### config.mk
export PLATFORM = sky130hd
export DESIGN_NAME = ibufds_gte3_refclk_rx_flat
export DESIGN_NICKNAME = d
export VERILOG_FILES = /design/src/rtl/ibufds_gte3_refclk_rx_pkg.sv /design/src/rtl/ibufds_gte3_refclk_rx_if.sv /design/src/rtl/ibufds_gte3_refclk_rx_activity_mon.sv /design/src/rtl/ibufds_gte3_refclk_rx.sv /design/src/flat_wrapper.sv
export SDC_FILE = /design/constraint.sdc
export NUM_CORES = 1
export LEC_CHECK = 0
export ABC_AREA = 0
export BUFFER_PORTS_ARGS = -buffer_cell sky130_fd_sc_hd__buf_2
export CORE_MARGIN = 4
export CORE_UTILIZATION = 33
export CTS_CLUSTER_SIZE = 8
export DETAILED_ROUTE_END_ITERATION = 12
export PLACE_DENSITY = 0.48
export SLEW_MARGIN = 30
export SYNTH_ARGS = -nofsm -noshare
export SYNTH_HDL_FRONTEND = slang
export SYNTH_SLANG_ARGS = --single-unit
### constraint.sdc
create_clock -name CLK -period 1.9 [get_ports CLK]
set_input_delay 0.475 -clock CLK [delete_from_list [all_inputs] [get_ports CLK]]
set_output_delay 0.475 -clock CLK [all_outputs]
set_load 0.01 [all_outputs]
### src/rtl/ibufds_gte3_refclk_rx_pkg.sv
// Shared definitions for the GT refclk receive buffer model: ODIV2 source
// encodings, enable-FSM state codes and legal differential-pair decodes.
package ibufds_gte3_refclk_rx_pkg;

  // ODIV2 source select encodings (2'b11 behaves like SEL_ZERO)
  localparam logic [1:0] SEL_O    = 2'b00;
  localparam logic [1:0] SEL_DIV2 = 2'b01;
  localparam logic [1:0] SEL_ZERO = 2'b10;

  // Enable FSM state codes
  typedef logic [1:0] fsm_state_t;
  localparam fsm_state_t ST_OFF     = 2'd0;
  localparam fsm_state_t ST_LOCKOUT = 2'd1;
  localparam fsm_state_t ST_RUN     = 2'd2;

  // Legal differential pairs, packed as {I, IB}
  localparam logic [1:0] PAIR_HIGH = 2'b10;
  localparam logic [1:0] PAIR_LOW  = 2'b01;

  // A pair is legal only when the two legs disagree
  function automatic logic pair_legal(input logic [1:0] pair);
    return pair[1] ^ pair[0];
  endfunction

endpackage

### src/rtl/ibufds_gte3_refclk_rx_if.sv
// Pin-side bundle of the refclk receive buffer: power-down control, the
// differential pair and the resolved clock / status outputs.
interface ibufds_gte3_refclk_rx_if;

  logic CEB;
  logic I;
  logic IB;
  logic O;
  logic ODIV2;
  logic VALID;
  logic ACTIVE;

  // Source side: drives the pair and CEB, observes the buffer outputs
  modport master (
    output CEB, I, IB,
    input  O, ODIV2, VALID, ACTIVE
  );

  // Buffer side
  modport slave (
    input  CEB, I, IB,
    output O, ODIV2, VALID, ACTIVE
  );

endinterface

### src/rtl/ibufds_gte3_refclk_rx_activity_mon.sv
// Refclk activity monitor: counts rising edges of the resolved clock over a
// fixed window and flags the window as active when enough edges were seen.
// Everything is held cleared while run_en is low, so a partial window is
// discarded whenever the buffer leaves its running state.
module ibufds_gte3_refclk_rx_activity_mon
  import ibufds_gte3_refclk_rx_pkg::*;
#(
  parameter int ACT_WINDOW    = 64,
  parameter int ACT_MIN_EDGES = 4
) (
  input  logic CLK,
  input  logic RST,
  input  logic run_en,
  input  logic rise,
  output logic active
);

  localparam int WIN_W = $clog2(ACT_WINDOW + 1);
  localparam int EDG_W = $clog2(ACT_MIN_EDGES + 1);

  localparam logic [WIN_W-1:0] WIN_LAST = WIN_W'(ACT_WINDOW - 1);
  localparam logic [EDG_W-1:0] EDGE_MAX = EDG_W'(ACT_MIN_EDGES);

  logic [WIN_W-1:0] win_cnt_p0;
  logic [EDG_W-1:0] edge_cnt_p0;

  // Edge count plus an optional increment, pinned at the threshold so the
  // counter can never wrap no matter how fast the refclk is
  function automatic logic [EDG_W-1:0] sat_inc(input logic [EDG_W-1:0] cnt,
                                               input logic             inc);
    if (inc && (cnt != EDGE_MAX)) begin
      return cnt + EDG_W'(1);
    end
    return cnt;
  endfunction

  // Window/edge counting; the wrap cycle's own rise belongs to the ending window
  always_ff @(posedge CLK) begin
    if (RST || !run_en) begin
      win_cnt_p0  <= '0;
      edge_cnt_p0 <= '0;
      active      <= 1'b0;
    end else if (win_cnt_p0 == WIN_LAST) begin
      active      <= (sat_inc(edge_cnt_p0, rise) >= EDGE_MAX);
      win_cnt_p0  <= '0;
      edge_cnt_p0 <= '0;
    end else begin
      win_cnt_p0  <= win_cnt_p0 + WIN_W'(1);
      edge_cnt_p0 <= sat_inc(edge_cnt_p0, rise);
    end
  end

endmodule

### src/rtl/ibufds_gte3_refclk_rx.sv
// GT reference-clock receive buffer model. The asynchronous differential
// pair is synchronised into CLK, resolved to a single-ended level (illegal
// 00/11 pairs hold the last level and drop VALID), gated by a CEB power-up
// lockout, and presented as O plus a selectable ODIV2 with activity status.
module ibufds_gte3_refclk_rx
  import ibufds_gte3_refclk_rx_pkg::*;
#(
  parameter logic       REFCLK_EN_RX_PATH  = 1'b1,
  parameter logic [1:0] REFCLK_HROW_CK_SEL = 2'b00,
  parameter int         CEB_LOCKOUT_CYCLES = 16,
  parameter int         ACT_WINDOW         = 64,
  parameter int         ACT_MIN_EDGES      = 4
) (
  input  logic                  CLK,
  input  logic                  RST,
  ibufds_gte3_refclk_rx_if.slave bus
);

  localparam int LCK_W = $clog2(CEB_LOCKOUT_CYCLES + 1);
  localparam logic [LCK_W-1:0] LOCK_LAST = LCK_W'(CEB_LOCKOUT_CYCLES - 1);

  // Input pipeline: {I, IB} pairs
  logic [1:0] pair_meta_p0;
  logic [1:0] pair_sync_p1;
  logic       d_p2;
  logic       d_prev_p2;
  logic       vld_p2;

  // Enable FSM
  fsm_state_t       state;
  logic [LCK_W-1:0] lock_cnt;
  logic             run_en;

  // Output stage
  logic rise;
  logic div_p3;
  logic o_p3;
  logic odiv2_p3;
  logic active;

  // Resolved level for a synchronised pair: legal pairs take I, illegal
  // pairs keep whatever level was last resolved
  function automatic logic resolve_pair(input logic [1:0] pair,
                                        input logic       held);
    if (pair == PAIR_HIGH) begin
      return 1'b1;
    end
    if (pair == PAIR_LOW) begin
      return 1'b0;
    end
    return held;
  endfunction

  // ---- stage p0/p1: two-flop synchroniser on each leg ----
  // Double-register both legs; they are asynchronous to CLK
  always_ff @(posedge CLK) begin
    if (RST) begin
      pair_meta_p0 <= '0;
      pair_sync_p1 <= '0;
    end else begin
      pair_meta_p0 <= {bus.I, bus.IB};
      pair_sync_p1 <= pair_meta_p0;
    end
  end

  // ---- stage p2: pair resolution ----
  // Resolve the pair and keep the previous level for edge detection
  always_ff @(posedge CLK) begin
    if (RST) begin
      d_p2      <= 1'b0;
      d_prev_p2 <= 1'b0;
      vld_p2    <= 1'b0;
    end else begin
      d_p2      <= resolve_pair(pair_sync_p1, d_p2);
      d_prev_p2 <= d_p2;
      vld_p2    <= pair_legal(pair_sync_p1);
    end
  end

  // Power-up sequencing: OFF until CEB low, then a lockout count before RUN
  always_ff @(posedge CLK) begin
    if (RST) begin
      state    <= ST_OFF;
      lock_cnt <= '0;
    end else if (bus.CEB || !REFCLK_EN_RX_PATH) begin
      state    <= ST_OFF;
      lock_cnt <= '0;
    end else begin
      case (state)
        ST_OFF: begin
          state    <= ST_LOCKOUT;
          lock_cnt <= '0;
        end
        ST_LOCKOUT: begin
          if (lock_cnt == LOCK_LAST) begin
            state    <= ST_RUN;
            lock_cnt <= '0;
          end else begin
            lock_cnt <= lock_cnt + LCK_W'(1);
          end
        end
        ST_RUN: begin
          state    <= ST_RUN;
          lock_cnt <= '0;
        end
        default: begin
          state    <= ST_OFF;
          lock_cnt <= '0;
        end
      endcase
    end
  end

  // CEB is qualified here as well so a power-down blanks the outputs on the
  // very next edge rather than one cycle after the FSM falls back to OFF
  assign run_en = (state == ST_RUN) && !bus.CEB;
  assign rise   = d_p2 & ~d_prev_p2;

  // ---- stage p3: gated outputs ----
  // Drive O/ODIV2 from the resolved level while running, clear otherwise
  always_ff @(posedge CLK) begin
    if (RST || !run_en) begin
      o_p3     <= 1'b0;
      odiv2_p3 <= 1'b0;
      div_p3   <= 1'b0;
    end else begin
      o_p3   <= d_p2;
      div_p3 <= div_p3 ^ rise;
      case (REFCLK_HROW_CK_SEL)
        SEL_O:    odiv2_p3 <= d_p2;
        SEL_DIV2: odiv2_p3 <= div_p3;
        default:  odiv2_p3 <= 1'b0;
      endcase
    end
  end

  ibufds_gte3_refclk_rx_activity_mon #(
    .ACT_WINDOW    (ACT_WINDOW),
    .ACT_MIN_EDGES (ACT_MIN_EDGES)
  ) u_activity_mon (
    .CLK    (CLK),
    .RST    (RST),
    .run_en (run_en),
    .rise   (rise),
    .active (active)
  );

  assign bus.O      = o_p3;
  assign bus.ODIV2  = odiv2_p3;
  assign bus.VALID  = vld_p2;
  assign bus.ACTIVE = active;

endmodule
### src/flat_wrapper.sv
// flat-port wrapper written by rule: the top's interface ports become plain ports
module ibufds_gte3_refclk_rx_flat import ibufds_gte3_refclk_rx_pkg::*;
#(
  parameter logic       REFCLK_EN_RX_PATH  = 1'b1,
  parameter logic [1:0] REFCLK_HROW_CK_SEL = 2'b00,
  parameter int         CEB_LOCKOUT_CYCLES = 16,
  parameter int         ACT_WINDOW         = 64,
  parameter int         ACT_MIN_EDGES      = 4
)
  (CLK, RST, bus_CEB, bus_I, bus_IB, bus_O, bus_ODIV2, bus_VALID, bus_ACTIVE);
  ibufds_gte3_refclk_rx_if bus_i ();
  input  logic CLK;
  input  logic RST;
  input wire logic [$bits(bus_i.CEB)-1:0] bus_CEB;
  input wire logic [$bits(bus_i.I)-1:0] bus_I;
  input wire logic [$bits(bus_i.IB)-1:0] bus_IB;
  output wire logic [$bits(bus_i.O)-1:0] bus_O;
  output wire logic [$bits(bus_i.ODIV2)-1:0] bus_ODIV2;
  output wire logic [$bits(bus_i.VALID)-1:0] bus_VALID;
  output wire logic [$bits(bus_i.ACTIVE)-1:0] bus_ACTIVE;
  assign bus_i.CEB = bus_CEB;
  assign bus_i.I = bus_I;
  assign bus_i.IB = bus_IB;
  assign bus_O = bus_i.O;
  assign bus_ODIV2 = bus_i.ODIV2;
  assign bus_VALID = bus_i.VALID;
  assign bus_ACTIVE = bus_i.ACTIVE;
  ibufds_gte3_refclk_rx #(.REFCLK_EN_RX_PATH(REFCLK_EN_RX_PATH), .REFCLK_HROW_CK_SEL(REFCLK_HROW_CK_SEL), .CEB_LOCKOUT_CYCLES(CEB_LOCKOUT_CYCLES), .ACT_WINDOW(ACT_WINDOW), .ACT_MIN_EDGES(ACT_MIN_EDGES)) u_core (.CLK(CLK), .RST(RST), .bus(bus_i));
endmodule
==> run_summary.xml <==
<?xml version="1.0" encoding="UTF-8"?>
<metrics>
  <group name="outcome">
    <metric name="run_status" unit="">finished clean</metric>
  </group>
  <group name="layout">
    <metric name="seqCellArea" unit="sq um">520</metric>
    <metric name="fraction_of_layout_cells_with_a_size_suffix_above_1" unit="%">15.5</metric>
    <metric name="commonest_non_fill_non_tap_cell_in_the_layout" unit="">dfxtp_1</metric>
    <metric name="p_r_area_growth_vs_syn" unit="%">10.5</metric>
    <metric name="antenna-diode-count" unit="">0</metric>
    <metric name="fillers" unit="">329</metric>
    <metric name="multiInputGateArea" unit="sq um">502</metric>
    <metric name="core_util_final" unit="%">38.5</metric>
    <metric name="layout.nets" unit="">131</metric>
    <metric name="finish.cell_count_without_fillers" unit="">160</metric>
    <metric name="most_used_cells_in_the_layout_excluding_fill_and_tap_cells" unit="">26 x dfxtp_1, 15 x nor2_1, 9 x ha_1, 8 x inv_1, 8 x buf_2</metric>
  </group>
  <group name="clock_tree">
    <metric name="cts_hold_buffers" unit="">0</metric>
    <metric name="post_cts.resized_instances" unit="">0</metric>
    <metric name="clk_transition_reported_paths" unit="ps">120</metric>
    <metric name="cts-htree-levels" unit="">1</metric>
    <metric name="cts_num_sinks" unit="">26</metric>
    <metric name="cts_tree" unit="">yes</metric>
    <metric name="cts-buffers-inserted" unit="">3</metric>
    <metric name="cts_root_buffer" unit="">clkbuf_4</metric>
    <metric name="clk_path_buf_depth" unit="">2</metric>
    <metric name="cts_setup_buffers" unit="">0</metric>
    <metric name="clock_latency" unit="ps">310</metric>
  </group>
  <group name="yosys">
    <metric name="synth_sequential_area_ratio" unit="%">48.6</metric>
    <metric name="synthesis.yosys.warnings" unit="">0</metric>
    <metric name="most_used_flip_flop_cell_after_synthesis" unit="">dfxtp_1</metric>
    <metric name="mappedNetlistArea" unit="sq um">1070</metric>
    <metric name="post_synth_edffs" unit="">0</metric>
    <metric name="yosys_register_bits" unit="">26</metric>
    <metric name="synth.distinct_cells" unit="">29</metric>
    <metric name="synth_area_per_cell" unit="sq um">10.1</metric>
    <metric name="postSynthNetCount" unit="">120</metric>
    <metric name="synth_async_sr_flop_share" unit="%">0</metric>
    <metric name="post_synth_inst_count" unit="">106</metric>
  </group>
  <group name="power_and_ir_drop">
    <metric name="ir_drop" unit="uV">456</metric>
    <metric name="cellPowerDensity" unit="nW/um^2">736</metric>
    <metric name="p_leak" unit="uW">0.000462</metric>
  </group>
  <group name="worst_setup_path">
    <metric name="worst_r2r_startpoint" unit="">u_core.lock_cnt[0]$_SDFF_PP0_</metric>
    <metric name="setup.reg_to_reg.worst_slack" unit="ps">260</metric>
    <metric name="endpoint_kind" unit="">register</metric>
    <metric name="slowest_stage" unit="">or3_4</metric>
    <metric name="criticalPathCategory" unit="">reg2reg</metric>
    <metric name="worst-path-buf-inv" unit="">0</metric>
    <metric name="critPathArrivalTime" unit="ps">1890</metric>
    <metric name="top_family_by_delay_on_critical_path" unit="">simple AND/OR/NAND/NOR gates</metric>
    <metric name="crit_top_cell" unit="">ha_1</metric>
    <metric name="cp_data_required_time" unit="ps">2150</metric>
    <metric name="worstSetupStartpointType" unit="">register</metric>
    <metric name="cpPeakStageDelay" unit="ps">380</metric>
    <metric name="worstSetupStartpoint" unit="">u_core.lock_cnt[0]$_SDFF_PP0_</metric>
    <metric name="worst-path-max-fanout" unit="">5</metric>
    <metric name="timing.critical_path.cells" unit="">ha_1, and3_1, ha_1, nand2b_1, or3_4, nor2_1</metric>
  </group>
  <group name="placed_design">
    <metric name="detailed_place_hpwl" unit="um">1200</metric>
    <metric name="io_buffer_count" unit="">8</metric>
    <metric name="dp_cells" unit="">156</metric>
    <metric name="gp_congestion" unit="">0.744</metric>
    <metric name="pre_cts_ws" unit="ps">270</metric>
  </group>
  <group name="routing">
    <metric name="count_of_vias_placed_by_the_detailed_router" unit="">710</metric>
    <metric name="drt-initial-drc-count" unit="">6</metric>
    <metric name="drt.antenna.violating_nets" unit="">0</metric>
    <metric name="post_drt_via_cell_ratio" unit="">4.44</metric>
    <metric name="wire_per_inst" unit="um">9.29</metric>
    <metric name="post-route-drc-count" unit="">0</metric>
    <metric name="detail_route.wirelength" unit="um">1490</metric>
    <metric name="drt-pass1-iter-count" unit="">4</metric>
  </group>
  <group name="floorplan">
    <metric name="std_cell_rows" unit="">20</metric>
    <metric name="effective_utilization_at_floorplan" unit="%">34.8</metric>
    <metric name="die_area" unit="sq um">4220</metric>
    <metric name="floorplan.io_pins" unit="">9</metric>
    <metric name="floorplan.die.width" unit="um">65.0</metric>
    <metric name="chipHeight" unit="um">65.0</metric>
    <metric name="fp.coreArea" unit="sq um">3080</metric>
  </group>
  <group name="sta">
    <metric name="rsz0062_at_grt" unit="">no</metric>
    <metric name="timing.setup.tns" unit="ps">0</metric>
    <metric name="timing.max_slew.rel_slack" unit="%">75.0</metric>
    <metric name="finClkSkew" unit="ps">8.88</metric>
    <metric name="period_utilization_post_route" unit="%">86.3</metric>
    <metric name="worstMarginPinSlew" unit="ps">375</metric>
    <metric name="timing.final.crit_period" unit="ps">1640</metric>
    <metric name="finalWorstSetupSlack" unit="ps">260</metric>
    <metric name="finalMaxSlewViolations" unit="">0</metric>
    <metric name="final_layout_worst_hold_slack" unit="ps">370</metric>
    <metric name="report.final.hold_viol_count" unit="">0</metric>
    <metric name="maxClockFrequency" unit="GHz">0.610</metric>
    <metric name="report.final.setup_viol" unit="">0</metric>
  </group>
  <group name="global_route">
    <metric name="grt_pass1_vias" unit="">674</metric>
    <metric name="grt-ovfl-total" unit="">0</metric>
    <metric name="grt_max_degree" unit="">15</metric>
    <metric name="first_pass_grt_wire_length" unit="um">2720</metric>
    <metric name="grt_antenna_before_repair" unit="">0</metric>
    <metric name="globalRouteTotalUtil" unit="%">8.21</metric>
  </group>
  <group name="min_path">
    <metric name="hp-start" unit="">bus_IB</metric>
    <metric name="hp-class" unit="">in2reg</metric>
  </group>
  <group name="job">
    <metric name="max-cap-violations" unit="">0</metric>
  </group>
</metrics>
==> synth_stat cells, types with 2 or more instances <==
library cell,n,share of area [%]
mux2i_1,3,2.8
and2_1,2,1.2
xnor2_1,3,2.5
or3_1,2,1.2
ha_1,9,11
o21ai_0,3,1.4
nand2_1,3,1.1
nor2_1,15,5.3
nor3_1,2,0.93
dfxtp_1,26,49
inv_1,8,2.8
a21oi_1,3,1.4
and3_1,2,1.2
xor2_1,2,1.6
nand2b_1,3,1.8
nand3_1,3,1.4
nor2b_1,5,2.9
==> report_power, final <==
part	switching (uW)	leakage, uW	internal [uW]
Sequential	5.97	0.000211	556
Combinational	22.2	0.000230	19.7
Clock	150	0.0000210	117
Total	178	0.000462	693
==> stage by stage <==
step	total power, uW	instance area, sq um
floorplan	605	1070
global placement	616	1150
detailed placement	618	1150
CTS	891	1180
global route	919	1180
finish	871	1180
==> per-layer routing <==
| metal | wire length [um] | part of all wire [%] | GRT usage (%) |
|---|---|---|---|
| met1 | 673 | 45 | 8.71 |
| met2 | 736 | 49 | 14.9 |
| met3 | 62 | 4.2 | 3.64 |
| met4 | 15 | 1.0 | 1.58 |
| met5 | 0 | 0 | 0 |
==> worst register-to-register path, stage by stage, from the launching register on <==
cell and delay [ps]:
dfxtp_1 350, ha_1 220, and3_1 180, ha_1 170, nand2b_1 190, or3_4 380
nor2_1 100
==> path summary, 6_finish.rpt <==
path	depth (start not counted)	end
worst min-delay path	2	u_core.pair_meta_p0[0]$_SDFF_PP0_
worst max register to register	6	u_core.lock_cnt[4]$_SDFF_PP0_
worst min register to register	1	u_core.pair_sync_p1[1]$_SDFF_PP0_
worst max-delay path	6	u_core.lock_cnt[4]$_SDFF_PP0_
==> cell type report <==
cell class / count / area share (%)
inverters: 8 / 2.54
clock buffers: 4 / 3.07
multi-input cells: 70 / 42.4
well taps: 44 / 4.65
repair buffers: 8 / 3.38
flip-flops and latches: 26 / 44.0
==> cells by family (layout without fill, tap and decap cells) <==
family / count (synthesis) / after routing / synth area share, %
DFF: 26 / 26 / 48.6
and+or+nand+nor: 43 / 43 / 22.2
muxes: 3 / 3 / 2.80
buffers and inverters: 10 / 20 / 4.56
xor gates and xnor gates: 5 / 5 / 4.09
AOI/OAI and AO/OA: 10 / 10 / 7.24
adders and majority gates: 9 / 9 / 10.5
==> flip-flops by register name (all words and copies together), names as in the netlist <==
signal and count:
u_core.d_p2 1, u_core.pair_sync_p1 2, u_core.bus.O 1, u_core.u_activity_mon.active 1
u_core.u_activity_mon.edge_cnt_p0 3, u_core.bus.VALID 1, u_core.pair_meta_p0 2, u_core.d_prev_p2 1
u_core.u_activity_mon.win_cnt_p0 7, u_core.lock_cnt 5, u_core.state 2
Power figures use the tool's default switching activity.
